==> src/rtl/cla_adder_32b.sv <==
// rtl/cla_adder_32b.sv - 32-bit two-level carry-lookahead adder with registered sum and carry out
module cla_adder_32b (
  input  logic        clk,
  input  logic        rst_n,
  input  logic [31:0] a,
  input  logic [31:0] b,
  input  logic        c_in,
  output logic [31:0] result,
  output logic        c_out
);

  // Bit-level propagate and generate terms
  logic [31:0] p;
  logic [31:0] g;

  // Group-level propagate/generate for the eight 4-bit groups
  logic [7:0]  grp_p;
  logic [7:0]  grp_g;

  // Group carry-ins: gc[k] enters group k, gc[8] leaves group 7
  logic [8:0]  gc;

  // Carry into every bit position
  logic [31:0] c;

  // Combinational sum feeding the output register
  logic [31:0] sum;

  assign p = a ^ b;
  assign g = a & b;

  // Group P is the AND of the four bit propagates; group G is the 4-bit lookahead generate
  always_comb begin
    grp_p = '0;
    grp_g = '0;
    for (int k = 0; k < 8; k++) begin
      grp_p[k] = p[4*k+3] & p[4*k+2] & p[4*k+1] & p[4*k];
      grp_g[k] = g[4*k+3]
               | (p[4*k+3] & g[4*k+2])
               | (p[4*k+3] & p[4*k+2] & g[4*k+1])
               | (p[4*k+3] & p[4*k+2] & p[4*k+1] & g[4*k]);
    end
  end

  // Second-level lookahead: every group carry is a flat sum of products of
  // group G/P and c_in, so no group waits on its neighbour's carry
  always_comb begin : second_level
    logic pall;
    logic term;
    gc    = '0;
    pall  = 1'b1;
    term  = 1'b0;
    gc[0] = c_in;
    for (int k = 1; k <= 8; k++) begin
      pall = 1'b1;
      term = 1'b0;
      for (int j = k - 1; j >= 0; j--) begin
        term = term | (grp_g[j] & pall);
        pall = pall & grp_p[j];
      end
      gc[k] = term | (pall & c_in);
    end
  end

  // First-level lookahead inside each group, seeded by that group's carry-in
  always_comb begin
    c = '0;
    for (int k = 0; k < 8; k++) begin
      c[4*k]   = gc[k];
      c[4*k+1] = g[4*k]
               | (p[4*k] & gc[k]);
      c[4*k+2] = g[4*k+1]
               | (p[4*k+1] & g[4*k])
               | (p[4*k+1] & p[4*k] & gc[k]);
      c[4*k+3] = g[4*k+2]
               | (p[4*k+2] & g[4*k+1])
               | (p[4*k+2] & p[4*k+1] & g[4*k])
               | (p[4*k+2] & p[4*k+1] & p[4*k] & gc[k]);
    end
  end

  assign sum = p ^ c;

  // Output register; reset clears it immediately and drops any in-flight sum
  always_ff @(posedge clk or negedge rst_n) begin
    if (!rst_n) begin
      result <= '0;
      c_out  <= 1'b0;
    end else begin
      result <= sum;
      c_out  <= gc[8];
    end
  end

endmodule

==> config.mk <==
export PLATFORM = sky130hd
export DESIGN_NAME = cla_adder_32b
export DESIGN_NICKNAME = d
export VERILOG_FILES = /design/src/rtl/cla_adder_32b.sv
export SDC_FILE = /design/constraint.sdc
export NUM_CORES = 1
export LEC_CHECK = 0
export CAP_MARGIN = 20
export CORE_UTILIZATION = 30
export CTS_CLUSTER_DIAMETER = 80
export DETAILED_ROUTE_END_ITERATION = 10
export HOLD_SLACK_MARGIN = 0.02
export PLACE_DENSITY = 0.6
export REMOVE_ABC_BUFFERS = 1
export SLEW_MARGIN = 25
export SYNTH_ARGS = -nofsm -noshare
export SYNTH_HDL_FRONTEND = slang
export SYNTH_SLANG_ARGS = --single-unit
==> constraint.sdc <==
create_clock -name clk -period 0.8 [get_ports clk]
set_input_delay 0.16 -clock clk [delete_from_list [all_inputs] [get_ports clk]]
set_output_delay 0.16 -clock clk [all_outputs]
set_load 0.02 [all_outputs]
==> impl_metrics.toml <==
[timing]
max_freq_mhz = 451
slew_headroom = 0.752
hold-worst-slack_ns = 0.276
maxSlewViolCount = 0
fin_crit_sh = 2.77
period_needed_ns = 2.22
hold_viol = 0
setup_viol = 64
fin_tns_setup_ns = -37.67
rsz0062_at_grt = "true"
setup_ws_ns = -1.42
worst_pin_slew_ns = 0.370

[finish]
diodes = 0
drive_gt1_frac = 0.505
stdcell_count = 478
syn_to_final_growth_pct = 101
final_common_cell = "buf_4"
final_cell_mix = "buf_4, buf_6, dfrtp_1, dlygate4sd2_1, clkdlybuf4s50_1"
n_fill_cell = 573
num-nets-final = 488

[die]
die_height_um = 87.4
die-area_um2 = 7640
core_area_um2 = 6910
start_util = 0.317
ios = 100
die_w_um = 87.4
num_rows = 30

[global_routing]
grt_max_degree = 34
grt_use_total = 0.176
gr-total-overflow = 0
grt_pass1_vias = 2402
antenna_found_initial = 0
grt_first_pass_wirelength_mm = 10.5

[setup_path]
worstPathRequired_ns = 0.98
critical_path_arrival_ns = 2.40
crit_path_max_incr_delay_ns = 0.36
path_cells = "clkdlybuf4s15_1 -> ha_2 -> a21o_1 -> a221o_1 -> o2111ai_4 -> a21oi_2 -> o41ai_4 -> nor2_2 -> a31o_1 -> fa_2 -> xor2_1"
cpMaxStageDelayCell = "a221o_1"
cp-start-kind = "input pin"
worstPathMaxFanout = 2
crit_path_end_kind = "flip-flop"
path_class = "input pin to flip-flop"

[synthesis]
synth_top_family_by_area = "adder cells"
yosys_warnings = 0
synth_seq_cells = 33
synth_fa_ha_area_frac = 0.256
synthMuxAreaShare = 0
synthFlopType = "dfrtp_1"
netlist_top_cells_area = "dfrtp_1, ha_1, fa_1"
synthSimpleGateAreaFrac = 0.0800
synth-edff-count = 0
yosysSeqAreaShare = 0.377
yosys.area.top_type = "dfrtp_1"
ys_async_sr_fraction = 1.00
synthesis.area_um2 = 2190
synth-compound-area-share = 0.185
syn_avg_cell_area_um2 = 11.1
synthCells = 198
synthXorXnorAreaFrac = 0.0760
ys_types = 36
synth_top_area_share = 0.377

[power]
p_int_uw = 4730
seqPwrFrac = 0.308
swShare = 0.332
clkPwrFrac = 0.199
vdd_drop_max_mv = 0.792
powerDensity_nw_per_um2 = 1610
p_leak_uw = 0.00204
power.share.combinational = 0.493
p_switching_uw = 2350

[clocking]
cts.sinks = 33
clk_pin_slew_ns = 0.08
htree_num_levels = 2
clockBufferDepth = 2
cts_buffers = 5
cts_tree = "built"
cts_root_buf = "clkbuf_8"

[detailed_routing]
ant_nets = 0
num_vias = 2169
firstDrtPassIters = 4
drtIter0Drc = 36
viasPerCell = 4.54
drc = 0
post_drt_wl_per_cell_um = 13.4
drt-total-wl_mm = 6.40

[place]
dp_cells = 452
globalplace.congestion = 0.757
hpwl_mm = 4.58
port_buffers = 99

[outcome]
status = "complete, but fails checks"
violations = "setup timing"

[min_path]
hp-class = "input pin to flip-flop"

[job]
cap_violations = 0
## path summary, 6_finish.rpt
kind                       start                    to  slack, ns  cells past startpoint
max in group asynchronous  rst_n       c_out$_DFF_PN0_       0.25                      3
min in group asynchronous  rst_n   result[0]$_DFF_PN0_       0.37                      3
setup / recovery            b[2]  result[29]$_DFF_PN0_      -1.42                     11
hold / removal              b[0]   result[0]$_DFF_PN0_       0.28                      4
## power by group through the flow
stage / Sequential [µW] / Clock [µW] / Combinational [µW]
floorplan: 2600 / 0 / 844
global placement: 2130 / 0 / 2930
detailed placement: 2130 / 0 / 2960
CTS: 2180 / 1470 / 3390
global route: 2200 / 1540 / 3760
finish: 2180 / 1410 / 3490
## worst max-delay path: cells and delay by family
| kind | cells | cell delay, ns |
|---|---|---|
| fa+ha+maj | 2 | 0.54 |
| simple gates | 1 | 0.07 |
| xor+xnor | 1 | 0.14 |
| buf+inv | 1 | 0.18 |
| compound gates | 6 | 1.31 |
## final cells by class
class	count	area [µm²]	share of cell area
clock inverters	1	5.00	0.00114
clock buffers	7	96.3	0.0219
well taps	96	120	0.0272
repair buffers	176	1600	0.362
inverters	15	56.3	0.0128
flip-flops and latches	33	826	0.187
multi-input cells	150	1710	0.388
## Yosys cell counts, drive strengths merged, types with 2 or more instances
cell type and count:
o21ai 5, nand4 3, nor2 11, o211ai 2, o311ai 2, inv 15
fa 8, a31o 2, o2111ai 2, o31ai 2, nor3 6, o21a 4
and3 2, a21oi 15, xor2 10, dfrtp 33, ha 32, a21o 10
a211oi 2, o21bai 2, nand2 10, xnor2 9, or3 2
## state kept, by name (all words and copies together) (netlist names)
signal and cells:
c_out 1, result 32
## per-stage QoR
| step | cell area (µm²) | total power, µW | worst slack [ns] | utilization |
|---|---|---|---|---|
| after floorplan | 2190 | 3440 | -1.96 | - |
| after global placement | 3750 | 5060 | -2.32 | 0.543 |
| after detailed placement | 3750 | 5090 | -2.37 | 0.543 |
| after CTS | 4320 | 7040 | -1.43 | 0.626 |
| after global routing | 4410 | 7510 | -1.53 | 0.638 |
| final | 4410 | 7080 | -1.42 | 0.638 |
## cell families (layout without fill, tap and decap cells)
group,after synthesis,in the layout
buffers and inverters,15,199
and+or+nand+nor,37,37
AOI/OAI and AO/OA,54,54
adders and majority gates,40,40
DFF,33,33
xor gates and xnor gates,19,19
## layer usage
| metal | up-vias | GRT usage | share of wire | routed length (µm) |
|---|---|---|---|---|
| met2 | 48 | 0.335 | 0.55 | 3510 |
| met5 | - | 0 | 0 | 0 |
| li1 | 1082 | - | - | - |
| met1 | 1030 | 0.199 | 0.40 | 2550 |
| met4 | 0 | 0.0537 | 0.020 | 129 |
| met3 | 9 | 0.0275 | 0.033 | 213 |
## repair_timing
item	CTS	global route
setup buffers	19	5
endpoints found under the hold margin	33	0
hold buffers	1	0
resized for setup	351	21
pin swaps	69	14
setup endpoints to repair	66	65
Power figures use the tool's default switching activity.
